## src/rtl/cpu_mem_pkg.sv

```systemverilog
// -----------------------------------------------------------------------------
// cpu_mem_pkg
// Shared definitions for the SAP CPU program/data memory:
//   - default word and address widths, also used by the CPU top
//   - state encoding of the sequential programming port
// -----------------------------------------------------------------------------
package cpu_mem_pkg;

  localparam int CPU_DATA_W = 8;
  localparam int CPU_ADDR_W = 4;

  typedef enum logic [1:0] {
    ST_IDLE = 2'd0,
    ST_LOAD = 2'd1,
    ST_DONE = 2'd2
  } prog_state_t;

endpackage

```

## src/rtl/cpu_mem_prog_ctrl.sv

```systemverilog
// -----------------------------------------------------------------------------
// cpu_mem_prog_ctrl
// Programming-port controller. It loads the memory sequentially from address 0
// using a valid/ready handshake and auto-increments the write pointer.
//
// Ports:
//   clk, rst_n   system clock, asynchronous active-low reset
//   prog_en      programming mode request; low returns to IDLE next edge
//   prog_valid   prog word offered by the loader
//   prog_ready   word accepted this cycle (high throughout LOAD)
//   prog_done    all DEPTH words loaded
//   prog_err     sticky: a word was offered after the load completed
//   prog_we      write strobe to the memory array
//   prog_addr    write address to the memory array (current pointer)
// -----------------------------------------------------------------------------
module cpu_mem_prog_ctrl
  import cpu_mem_pkg::*;
#(
  parameter int ADDR_W = CPU_ADDR_W
) (
  input  logic              clk,
  input  logic              rst_n,
  input  logic              prog_en,
  input  logic              prog_valid,
  output logic              prog_ready,
  output logic              prog_done,
  output logic              prog_err,
  output logic              prog_we,
  output logic [ADDR_W-1:0] prog_addr
);

  localparam logic [ADDR_W-1:0] PTR_LAST = '1;
  localparam logic [ADDR_W-1:0] PTR_ONE  = {{(ADDR_W-1){1'b0}}, 1'b1};

  prog_state_t       r_state;
  prog_state_t       w_state_nxt;
  logic [ADDR_W-1:0] r_ptr;
  logic [ADDR_W-1:0] w_ptr_nxt;
  logic              r_err;
  logic              w_err_nxt;
  logic              w_accept;

  // An accept depends only on being in LOAD: a word offered on the same edge
  // that prog_en drops is still written before the return to IDLE.
  assign w_accept = (r_state == ST_LOAD) && prog_valid;

  always_ff @(posedge clk or negedge rst_n) begin
    if (!rst_n) begin
      r_state <= ST_IDLE;
      r_ptr   <= '0;
      r_err   <= 1'b0;
    end else begin
      r_state <= w_state_nxt;
      r_ptr   <= w_ptr_nxt;
      r_err   <= w_err_nxt;
    end
  end

  always_comb begin
    w_state_nxt = r_state;
    w_ptr_nxt   = r_ptr;
    w_err_nxt   = r_err;

    case (r_state)
      ST_IDLE: begin
        w_ptr_nxt = '0;
        if (prog_en) begin
          w_state_nxt = ST_LOAD;
        end
      end
      ST_LOAD: begin
        if (w_accept) begin
          // The accept at the last address wraps the pointer to 0.
          w_ptr_nxt = r_ptr + PTR_ONE;
          if (r_ptr == PTR_LAST) begin
            w_state_nxt = ST_DONE;
          end
        end
      end
      ST_DONE: begin
        if (prog_valid) begin
          w_err_nxt = 1'b1;
        end
      end
      default: begin
        w_state_nxt = ST_IDLE;
        w_ptr_nxt   = '0;
      end
    endcase

    // Dropping the request aborts from any state and clears the session.
    if (!prog_en) begin
      w_state_nxt = ST_IDLE;
      w_ptr_nxt   = '0;
      w_err_nxt   = 1'b0;
    end
  end

  assign prog_ready = (r_state == ST_LOAD);
  assign prog_done  = (r_state == ST_DONE);
  assign prog_err   = r_err;
  assign prog_we    = w_accept;
  assign prog_addr  = r_ptr;

endmodule

```

## src/rtl/cpu_mem_ram.sv

```systemverilog
// -----------------------------------------------------------------------------
// cpu_mem_ram
// Writable program/data memory for the SAP CPU (replaces the 16x8 mask ROM).
// Holds a 2^ADDR_W x DATA_W array, the MAR, a registered read-first read port
// and the bus output gate. The array is filled by the programming port before
// the CPU is released, or written by the CPU through ram_we.
//
// Ports:
//   clk, rst_n   system clock, asynchronous active-low reset
//   bus_in       CPU bus; low ADDR_W bits feed the MAR, full word feeds writes
//   mar_load     capture bus_in[ADDR_W-1:0] into the MAR
//   ram_we       CPU write of bus_in to mem[MAR] (ignored during LOAD)
//   mem_oe       gate the read register onto bus_out
//   bus_out      read register when mem_oe and not loading, else 0
//   prog_en      programming mode request
//   prog_valid   prog_data valid
//   prog_data    word to load
//   prog_ready   word accepted this cycle
//   prog_done    all words loaded
//   prog_err     sticky overflow flag
//   mar_q        current MAR (debug / LEDs)
// -----------------------------------------------------------------------------
module cpu_mem_ram
  import cpu_mem_pkg::*;
#(
  parameter int DATA_W = CPU_DATA_W,
  parameter int ADDR_W = CPU_ADDR_W
) (
  input  logic              clk,
  input  logic              rst_n,
  input  logic [DATA_W-1:0] bus_in,
  input  logic              mar_load,
  input  logic              ram_we,
  input  logic              mem_oe,
  output logic [DATA_W-1:0] bus_out,
  input  logic              prog_en,
  input  logic              prog_valid,
  input  logic [DATA_W-1:0] prog_data,
  output logic              prog_ready,
  output logic              prog_done,
  output logic              prog_err,
  output logic [ADDR_W-1:0] mar_q
);

  localparam int DEPTH = 1 << ADDR_W;

  logic [DATA_W-1:0] r_mem [DEPTH];
  logic [ADDR_W-1:0] r_mar;
  logic [DATA_W-1:0] r_rd_q;

  logic              w_prog_we;
  logic [ADDR_W-1:0] w_prog_addr;
  logic              w_prog_ready;
  logic              w_cpu_we;

  cpu_mem_prog_ctrl #(
    .ADDR_W (ADDR_W)
  ) u_prog_ctrl (
    .clk        (clk),
    .rst_n      (rst_n),
    .prog_en    (prog_en),
    .prog_valid (prog_valid),
    .prog_ready (w_prog_ready),
    .prog_done  (prog_done),
    .prog_err   (prog_err),
    .prog_we    (w_prog_we),
    .prog_addr  (w_prog_addr)
  );

  // The CPU has no write path while the loader owns the array.
  assign w_cpu_we = ram_we && !w_prog_ready;

  // MAR: a write issued with mar_load uses the old MAR, since the array
  // write below samples r_mar before this update lands.
  always_ff @(posedge clk or negedge rst_n) begin
    if (!rst_n) begin
      r_mar <= '0;
    end else if (mar_load) begin
      r_mar <= bus_in[ADDR_W-1:0];
    end
  end

  // Storage is deliberately not reset; contents survive a reset.
  always_ff @(posedge clk) begin
    if (w_prog_we) begin
      r_mem[w_prog_addr] <= prog_data;
    end else if (w_cpu_we) begin
      r_mem[r_mar] <= bus_in;
    end
  end

  // Read-first: a same-edge write to r_mar is seen one cycle later.
  always_ff @(posedge clk or negedge rst_n) begin
    if (!rst_n) begin
      r_rd_q <= '0;
    end else begin
      r_rd_q <= r_mem[r_mar];
    end
  end

  assign bus_out    = (mem_oe && !w_prog_ready) ? r_rd_q : '0;
  assign prog_ready = w_prog_ready;
  assign mar_q      = r_mar;

endmodule

```

## config.mk

```make
export PLATFORM = sky130hd
export DESIGN_NAME = cpu_mem_ram
export DESIGN_NICKNAME = d
export VERILOG_FILES = /design/src/rtl/cpu_mem_pkg.sv /design/src/rtl/cpu_mem_prog_ctrl.sv /design/src/rtl/cpu_mem_ram.sv
export SDC_FILE = /design/constraint.sdc
export NUM_CORES = 1
export LEC_CHECK = 0
export ABC_CLOCK_PERIOD_IN_PS = 2420
export CAP_MARGIN = 20
export CORE_UTILIZATION = 40
export CTS_BUF_LIST = sky130_fd_sc_hd__clkbuf_2
export CTS_CLUSTER_DIAMETER = 80
export DETAILED_ROUTE_END_ITERATION = 10
export DONT_BUFFER_PORTS = 1
export HOLD_SLACK_MARGIN = 0.05
export PLACE_DENSITY = 0.54
export SLEW_MARGIN = 25
export SYNTH_ARGS = -nofsm -noshare
export SYNTH_HDL_FRONTEND = slang
export SYNTH_HIERARCHICAL = 1
export SYNTH_SLANG_ARGS = --single-unit
```

## constraint.sdc

```tcl
create_clock -name clk -period 2.42 [get_ports clk]
set_input_delay 0.484 -clock clk [delete_from_list [all_inputs] [get_ports clk]]
set_output_delay 0.484 -clock clk [all_outputs]
set_load 0.005 [all_outputs]
```

Word level (Yosys, flattened, before mapping)

Memories as Yosys holds them, arrays and structs flattened. A register that Yosys moved wholly into a read port is not among the register bits.
Index checks and enable logic that the tools add are counted.

Register bits: 11
Bits in writable memories: 128
Memories: 1

Add/sub/neg operators: 1
Equality and inequality tests: 8
Mux-type cells: 19
Reductions and logical operators: 10

Memory list:

| memory | words | width | rd ports | clocked after Yosys merged registers in | write ports | RTL line          | text |
|---|---|---|---|---|---|---|---|
| r_mem  | 16    | 8     | 1        | 1                                       | 1           | cpu_mem_ram.sv:47 | `logic [DATA_W-1:0] r_mem [DEPTH];` |

Operators by type and width:

| kind                                           | count |
|---|---|
| 2-to-1 mux 8 bit                               | 2 |
| 2-to-1 mux 4 bit                               | 3 |
| 2-to-1 mux 1 bit                               | 9 |
| case mux 4 bit (2 select lines)                | 1 |
| OR reduction 8 bit                             | 1 |
| 2-to-1 mux 2 bit                               | 3 |
| != test 3 x 2 -> 1 bit (second input constant) | 2 |
| case mux 2 bit (3 select lines)                | 1 |
| adder 4 x 1 -> 4 bit (second input constant)   | 1 |
| == test 4 bit (second input constant)          | 1 |
| != test 2 x 1 -> 1 bit (second input constant) | 2 |
| AND reduction 2 bit                            | 2 |
| logical AND 1 bit                              | 3 |
| AND reduction 3 bit                            | 1 |
| == test 2 x 1 -> 1 bit (second input constant) | 1 |
| == test 2 bit (second input constant)          | 1 |
| logical NOT 1 bit                              | 2 |
| logical NOT 2 bit                              | 1 |
| != test 2 bit (second input constant)          | 1 |

Longest topological paths before layout

Gate-level depths: netlist of run 1.

Depth after elaboration: 8
Mapped depth: 7

Cells and area by module

Netlist of run 1, hierarchy kept.

By module, submodules not included:

| module            | times used | cells each | area each (um^2) | sequential area each (um^2) |
|---|---|---|---|---|
| cpu_mem_ram       | 1          | 301        | 5585.4           | 4144.0 |
| cpu_mem_prog_ctrl | 1          | 37         | 385.4            | 175.2 |

Worst setup path before layout of run 1

No wires, ideal clock.

Path kind: register to register
Start point: register u_prog_ctrl.r_state[0]
End point: memory r_mem[12][0] (netlist name), enable pin
Arrival time: 1.977 ns
Setup slack: 0.073 ns
Cell stages (with the launch flop): 8
Buffers on the path: 2
Cell sequence: dfrtp_1 nor2b_1 buf_4 and2_1 nor3b_4 buf_2 a21oi_1 nor2_1

RTL lines:

| what                                                                         | RTL line                | text |
|---|---|---|
| start, declared                                                              | cpu_mem_prog_ctrl.sv:35 | `prog_state_t r_state;` |
| start signal, assigned                                                       | cpu_mem_prog_ctrl.sv:53 | `r_state <= w_state_nxt;` |
| == test 2 x 1 -> 1 bit (*)                                                   | cpu_mem_prog_ctrl.sv:99 | `assign prog_ready = (r_state == ST_LOAD);` |
| named net prog_ready                                                         | cpu_mem_ram.sv:39       | `output logic prog_ready,` |
| logical AND 1 bit (*)                                                        | cpu_mem_prog_ctrl.sv:45 | `assign w_accept = (r_state == ST_LOAD) && prog_valid;` |
| named net w_prog_we                                                          | cpu_mem_ram.sv:51       | `logic w_prog_we;` |
| 2-to-1 mux 1 bit                                                             | cpu_mem_ram.sv:85       | `if (w_prog_we) begin` |
| 2-to-1 mux 1 bit (implied by the code)                                       | cpu_mem_ram.sv:88       | `r_mem[r_mar] <= bus_in;` |
| OR reduction 8 bit (no source line)                                          | --                      |  |
| 2-to-1 mux 4 bit (no source line) / 2-to-1 mux 1 bit (equally long branches) | --                      |  |
| end, declared                                                                | cpu_mem_ram.sv:47       |  |

The timed path passes the listed nets; every way through them passes the cells marked *.

Worst setup path after layout of run 1

Start point: register u_prog_ctrl.r_state[0]
End point: output bus_out[5]

Word-level cells in the longest chain between the ends: 4

RTL lines:

| what                   | RTL line                | text |
|---|---|---|
| == test 2 x 1 -> 1 bit | cpu_mem_prog_ctrl.sv:99 |  |
| logical NOT 1 bit      | cpu_mem_ram.sv:101      | `assign bus_out = (mem_oe && !w_prog_ready) ? r_rd_q : '0;` |
| logical AND 1 bit      | cpu_mem_ram.sv:101      |  |
| 2-to-1 mux 8 bit       | cpu_mem_ram.sv:101      |  |
| end, declared          | cpu_mem_ram.sv:35       | `output logic [DATA_W-1:0] bus_out,` |

Every way passes these cells.

==> impl_results.md, run 1 <==
- Top post-synthesis cells by count: edfxtp_1, nor2_1, dfrtp_1, mux2i_1, mux4_2
- HP Class: in -> reg
- Crit. End Element: output pin
- Total number of H-tree levels: 4
- Main area contributors after synthesis: edfxtp_1, dfrtp_1, mux4_2
- First-pass GRT wire length: ~20 mm
- Multi-input logic area: 1545 sq um
- Gpl congestion: around 0.82
- Max incr delay on CP: 430 ps
- Initial Util: 0.4108
- Register area share after synthesis: 0.7234
- DIE WIDTH: between 100 and 150 um
- # IOs: 38
- Layout cell share with drive strength beyond 1: 0.2450
- Worst rel slew slack: 0.5959
- Final #Nets: between 400 and 500
- Compound-Gate Fraction of Synth Area: 0.04904
- Synth Area in XOR/XNOR: 0.002934
- Final setup viols: 0
- Max Fclk: ~0.44 GHz
- Synthesis-stage register bit count: between 100 and 150
- Status: finished, final reports clean
- Initial antenna violation count: 1
- Setup CP Type: reg -> out
- Synth top area share: 0.6438
- Final Critical Period: about 2300 ps
- Number of global-route vias before repair: between 3,000 and 4,000
- Post-Synth Adder-Cell Area: 0.002096
- Tot GR Track Use: 0.1894
- Synth area leader: edfxtp_1
- Warnings, synthesis: 6
- CTS tree: done
- Critical R2R Launch: u_prog_ctrl/r_state[0]
- Gate Count Post-Synth: approximately 340
- Fin crit share: 0.9462
- Final Max Tran Viols: 0
- Count of final hold-check violations: 0
- Critical path fanouts, max: 8
- Slowest cell on crit path: dfrtp_1
- Layout Cells excl Fill: 585
- Leak Pwr: approximately 2.4 nW
- Placed Cells incl. Taps: between 500 and 600
- Site row count: 44
- Die area: 15,420 sq um
- Die height: 124.2 um
- Buffers on Ports: 0
- Vias: 3,162
- Worst ir drop on vdd: around 370 uV
- Seq. cell area: around 4300 sq um
- Max Buffers Root-to-Sink: 2
- ANT nets after route: 0
- Tot Pwr: 0.004945 W
- DR WL/cell: between 20 and 25 um
- Residual DRC count: 0
- Pwr per Cell Area: slightly above 700 nW/um^2
- Post-synth EDFFs: between 100 and 150
- Router iterations before antenna repair: 4
- DP HPWL: approximately 9 mm
- Post-synthesis mux area share: 0.1389
- DR iter-0 viols: 199
- Mapped cell area: ~6000 sq um
- Clock Sinks: about 150
- Area delta synth->final: 14.38%
- Min-delay src: prog_valid
- Synth Area in Simple Gates: 0.06161
- CP dominant cell by count: nor2b_4
- Final wirelength: approximately 13 mm
- Root buffer cell: clkbuf_2
- Top FF cell, synth: edfxtp_1
- Largest family of logic cells by synthesized area: multiplexers
- Worst-path clk slew: ~200 ps
- Slew @ Worst Pin: 606.1 ps
- Grt total ovfl: 0
- Worst-skew pair later-pin latency: around 690 ps
- Critical Path Source: u_prog_ctrl/r_state[0]
- Syn avg cell area: between 15 and 20 sq um
- Crit path cell chain: nor2b_4 > buf_6 > nor2b_4 > buf_8 > and2_4
- Drt via density: around 5.4
- Post-synthesis async set-or-reset flop share: 0.1293
- Max-cap viol count: 0
- Pin count of the biggest net entering global routing: 36
- Top-count cell post-synth: edfxtp_1
- Mapped Nets: 362
- Num CTS Buffers: 17
- Fillers: 1,261
- CP startpoint kind: flip-flop
- Core area: 14,530 sq um
- Clk_skew: roughly 34 ps
- Worst EP arrival: 1810 ps
- Crit path required time: 1940 ps
- Synth unique cells: 40
-- worst max-delay path, delay by kind of cell (launching register included) --
| family | cells | cell delay [ps] |
|---|---|---|
| buffers and inverters | 2 | 290 |
| and+or+nand+nor | 3 | 410 |
| DFF | 1 | 430 |
-- state kept, by name, indices dropped and copies added (netlist names) --
signal and count:
r_mem 128, r_rd_q 8, mar_q 4, u_prog_ctrl/prog_addr 4, u_prog_ctrl/r_state 2, u_prog_ctrl/prog_err 1
-- layer usage --
metal,routed length [um],track usage,up-vias
met5,0,0,-
met3,616,0.05128,21
met2,6470,0.3090,72
met4,335,0.08259,0
li1,-,-,1448
met1,5582,0.2367,1621
-- layout make-up --
cell class                      count  share of cell area
Sequential cell                   147              0.6325
Multi-Input combinational cell    171              0.2263
Timing Repair Buffer               46             0.06248
Tap cell                          184             0.03371
Clock inverter                     15             0.03005
Clock buffer                       17             0.01246
Inverter                            4            0.002199
Antenna cell                        1           0.0003664
-- kinds of logic (layout without fill, tap and decap cells) --
family                   after synthesis  count (layout)
other                                  0               1
buffers and inverters                 20              82
AND/OR/NAND/NOR                       71              71
flip-flops                           147             147
adder cells (fa/ha/maj)                1               1
AO/OA/AOI/OAI                         45              45
XOR/XNOR                               2               2
multiplexers                          52              52
-- power by group --
part	internal [W]	switching, W
Combinational	0.000200	0.000269
Clock	0.000696	0.000912
Sequential	0.00283	0.0000333
Total	0.00373	0.00121
-- path summary, 6_finish.rpt --
path / depth (start not counted) / endpoint / slack [ps]
setup / recovery: 5 / bus_out[5] / 130
hold / removal: 3 / u_prog_ctrl/prog_addr[2] / 160
setup reg to reg: 8 / r_mem[0][4] / 200
hold reg to reg: 1 / u_prog_ctrl/r_state[0] / 550
max in group asynchronous: 2 / u_prog_ctrl/r_state[0] / 1800
min in group asynchronous: 2 / r_rd_q[3] / 290
-- placed cells by master, fill, tap and decap left out, drive strengths merged --
| cell type | Yosys | final |
|---|---|---|
| o21a | 1 | 1 |
| ha | 1 | 1 |
| and4 | 1 | 1 |
| dfrtp | 19 | 19 |
| a21oi | 5 | 5 |
| xor2 | 1 | 1 |
| buf | 12 | 37 |
| mux2i | 18 | 18 |
| nor2 | 22 | 22 |
| bufinv | 0 | 4 |
| clkbuf | 4 | 17 |
| mux4 | 22 | 22 |
| nand3 | 3 | 3 |
| dlygate4sd3 | 0 | 9 |
| and2 | 10 | 10 |
| o211ai | 1 | 1 |
| a32oi | 1 | 1 |
| a22oi | 8 | 8 |
| diode | 0 | 1 |
| nor3 | 2 | 2 |
| and3 | 1 | 1 |
| clkinv | 0 | 6 |
| a221oi | 8 | 8 |
| nand4b | 1 | 1 |
| o21ai | 17 | 17 |
| nand2 | 16 | 16 |
| nor2b | 10 | 10 |
| a32o | 1 | 1 |
| a31oi | 3 | 3 |
| inv | 4 | 8 |
| edfxtp | 128 | 128 |
| mux2 | 12 | 12 |
| clkinvlp | 0 | 1 |
| xnor2 | 1 | 1 |
| nor3b | 5 | 5 |
-- per-stage QoR --
step | setup TNS (ps) | setup slack (ps) | util | area, sq um | hold WS, ps
floorplan | 0 | 72.81 | - | 5971 | 188.4
global placement | 0 | 241.9 | 0.4397 | 6390 | 189.1
detailed placement | 0 | 231.3 | 0.4397 | 6390 | 189.0
CTS | 0 | 9.307 | 0.4675 | 6795 | 87.71
global route | -9.221 | -9.034 | 0.4699 | 6829 | 114.7
finish | 0 | 130.2 | 0.4699 | 6829 | 162.1
-- timing repair --
action / 4_1_cts / 5_1_grt
gates resized for setup: 6 / 5
setup endpoints to repair: 8 / 8
setup buffers: 1 / 1
hold buffers: 9 / 1
hold endpoints to repair: 30 / 19
pin swaps: 1 / 2
Power figures use the tool's default switching activity.
==> inputs of run 2 (changes only) <==
--- a/config.mk
+++ b/config.mk
@@ -5,6 +5,7 @@
 export SDC_FILE = /design/constraint.sdc
 export NUM_CORES = 1
 export LEC_CHECK = 0
+export ABC_AREA = 1
 export ABC_CLOCK_PERIOD_IN_PS = 2420
 export CAP_MARGIN = 20
 export CORE_UTILIZATION = 40
@@ -14,6 +15,8 @@
 export DONT_BUFFER_PORTS = 1
 export HOLD_SLACK_MARGIN = 0.05
 export PLACE_DENSITY = 0.54
+export REMOVE_ABC_BUFFERS = 1
+export SETUP_SLACK_MARGIN = 0.3
 export SLEW_MARGIN = 25
 export SYNTH_ARGS = -nofsm -noshare
 export SYNTH_HDL_FRONTEND = slang
==> run 2 against run 1 <==
- synthesized cell count increased by 99%
- routed wire length up 32%
- highest routed layer is now met5
- clock-buffer cell count grew 2
- setup slack better by 110 ps
- clock skew is 7.4 ps higher
- global-route usage rose by 2.4 points
- critical path type is now reg -> reg
- critical endpoint is now r_mem[13][4]
- register-to-register slack improved by 40 ps
- non-clock buffer count stayed put
- clock power about the same
- hold slack improved by 51 ps
- combinational power up 100%
- via count rose by 49%
==> impl_results.md, run 2 <==
- Max Fclk: approximately 0.46 GHz
- Warnings, synthesis: 6
- Gpl congestion: 0.9057
- Register area share after synthesis: 0.6485
- Setup TNS: 0 ps
- Initial Util: 0.4148
- Final wirelength: around 17 mm
- Fin crit share: 0.9010
- Clk pwr share: 0.296
- P_sw: around 0.0015 W
- Grt total ovfl: 0
- DIE WIDTH: 131.0 um
- Area delta synth->final: 18.62%
- RSZ-0062 raised after global routing: true
- Worst EP arrival: 2610 ps
- CTS tree: done
- Most flops, register: r_mem
- Fillers: around 1,400
- Gate Count Post-Synth: 671
- Final core utilization: 0.4920
- Synthesis-stage register bit count: 147
- Setup CP Type: reg -> reg
- Top post-synthesis cells by count: nand2_1, edfxtp_1, inv_1, nand3_1, nor2_1
- Final setup viols: 0
- Post-synthesis mux area share: 0.01353
- Largest family of logic cells by synthesized area: simple AND/OR/NAND/NOR gates
- Synth unique cells: 26
- Core area: roughly 16,000 sq um
- Layout cell share with drive strength beyond 1: 0.2036
- Count of final hold-check violations: 0
- CP startpoint kind: flip-flop
- Mapped cell area: 6660 sq um
- Compound-Gate Fraction of Synth Area: 0.01522
- Top-count cell post-synth: nand2_1
- Worst-skew pair later-pin latency: about 720 ps
- Synth Area in Simple Gates: 0.2292
- Die area: approximately 17,000 sq um
- DR iter-0 viols: 333
- Int Power: about 0.0040 W
- Status: finished, final reports clean
- # IOs: 38
- Max Buffers Root-to-Sink: 2
- ANT nets after route: 0
- DR WL/cell: 18.27 um
- Pwr per Cell Area: approximately 690 nW/um^2
- Post-synthesis async set-or-reset flop share: 0.1293
- Synth area leader: edfxtp_1
- Num CTS Buffers: 17
- Placed Cells incl. Taps: between 800 and 900
- Site row count: 46
- Critical R2R Launch: u_prog_ctrl/r_state[0]
- HP Class: in -> async
- Worst ir drop on vdd: between 300 and 400 uV
- Largest regs: r_mem: 128 flops, r_rd_q: 8 flops
- Initial antenna violation count: 3
- Synth Area in XOR/XNOR: 0
- Buffers on Ports: 0
- Sw Share: 0.2798
- Layout Cells excl Fill: between 900 and 1,000
- Post-synth EDFFs: about 130
- Max-cap viol count: 0
- Crit path required time: 2850 ps
- Slew @ Worst Pin: ~480 ps
- Logic gate share of total power: 0.172
- Largest register FFs: between 100 and 150
- Post-Synth Adder-Cell Area: 0.001879
- Pin count of the biggest net entering global routing: 34
- Most common cell after layout, fill and taps aside: nand2_1
- Root buffer cell: clkbuf_2
- Vias: 4,704
- Final Max Tran Viols: 0
- Leak Pwr: approximately 3.4 nW
- Clock Sinks: approximately 150
- Top FF cell, synth: edfxtp_1
- Number of global-route vias before repair: 4,670
- DP HPWL: 10.82 mm
- Critical Path Source: u_prog_ctrl/r_state[0]
- Final Critical Period: around 2200 ps
- Commonest non-fill, non-tap cells in the layout: nand2_1, edfxtp_1, inv_1
- Clk_skew: about 42 ps
- Syn avg cell area: between 9 and 10 sq um
- Tot GR Track Use: 0.2138
- Worst-path clk slew: 220 ps
- Residual DRC count: 0
- Total number of H-tree levels: 4
- First-pass GRT wire length: around 26 mm
- Crit. End Element: flip-flop
- Worst rel slew slack: 0.6788
- Synth top area share: 0.5771
- Seq pwr share: 0.532
- Router iterations before antenna repair: 8
- Tot Pwr: 0.005487 W
- Drt via density: 5.004
- Main area contributors after synthesis: edfxtp_1, nand2_1, nand3_1
- Final #Nets: roughly 730
- Critical path fanouts, max: 8
- Die height: 131.0 um
==> run 2: cell types whose count changed after synthesis, sizes merged, moves of 5 or more <==
cell / previous run / this run
mux2i: 18 / 0
nor2b: 10 / 0
a22oi: 8 / 0
nand3: 3 / 110
inv: 4 / 120
and2: 10 / 0
nor2: 22 / 33
mux4: 22 / 0
a221oi: 8 / 0
nand2: 16 / 206
buf: 12 / 24
nor3b: 5 / 0
==> run 2: worst max-delay path: stages (launching register included) <==
cell       delay [ps]
dfrtp_1           460
buf_6             140
nand2_4            80
nor2_2             40
inv_2              70
nand3_4           180
clkbuf_16         230
o21ai_4           220
nand3_4           160
nor2_1            110
buf_4             180
==> run 2: cell families (layout without fill, tap and decap cells) <==
| family | count (synthesis) | in the layout |
|---|---|---|
| compound gates | 16 | 16 |
| fa+ha+maj | 1 | 1 |
| buf+inv | 147 | 198 |
| flops | 147 | 147 |
| mux | 8 | 8 |
| other cells | 0 | 2 |
| simple gates | 352 | 352 |
==> run 2: metrics by stage <==
| stage | instance area, sq um | setup WS [ps] | hold WS [ps] |
|---|---|---|---|
| 6_report | 7900 | 239.6 | 213.1 |
| 5_1_grt | 7895 | 132.7 | 169.0 |
| 4_1_cts | 7452 | 241.7 | 313.0 |
| 3_5_place_dp | 6974 | 303.6 | 189.1 |
| 3_3_place_gp | 6974 | 333.4 | 189.1 |
| 2_1_floorplan | 6500 | -775.9 | 188.4 |
==> run 2: final timing paths <==
kind,end,slack (ps),cells past startpoint
max,r_mem[13][4],240,10
min,u_prog_ctrl/prog_addr[0],210,2
max reg2reg,r_mem[13][4],240,10
min reg2reg,u_prog_ctrl/prog_addr[3],670,2
max in group asynchronous,mar_q[0],1850,2
min in group clk,r_mem[14][1],220,1
==> run 2: final cells by class <==
type | instances | area, sq um | area share
clock inverter | 13 | 188.9 | 0.02392
tap | 216 | 270.3 | 0.03421
inverter | 120 | 455.4 | 0.05765
multi-input combinational | 377 | 2092 | 0.2648
clock buffer | 19 | 95.09 | 0.01204
timing repair buffer | 46 | 471.7 | 0.05971
sequential | 147 | 4322 | 0.5470
antenna | 2 | 5.005 | 0.0006335
==> run 2: power by group through the flow <==
stage / clock [W] / combinational, W / sequential, W
floorplan: 0 / 0.000404 / 0.00300
global placement: 0 / 0.000714 / 0.00297
detailed placement: 0 / 0.000720 / 0.00298
CTS: 0.00164 / 0.000794 / 0.00292
global route: 0.00174 / 0.00103 / 0.00293
finish: 0.00162 / 0.000946 / 0.00292
==> run 2: repair_timing <==
action | 4_1_cts | 5_1_grt
hold endpoints to repair | 30 | 19
resized for setup | 19 | 91
endpoints found under the setup margin | 68 | 202
setup buffers | 5 | 3
pin swaps | 2 | 7
hold buffers | 9 | 1
gates cloned | 0 | 1
==> run 2: routing by layer <==
layer,routed length (um),GRT usage,vias up
li1,-,-,2238
met5,19,0,-
met1,7075,0.2536,2281
met4,481,0.09601,2
met2,8531,0.3613,144
met3,1065,0.06067,39
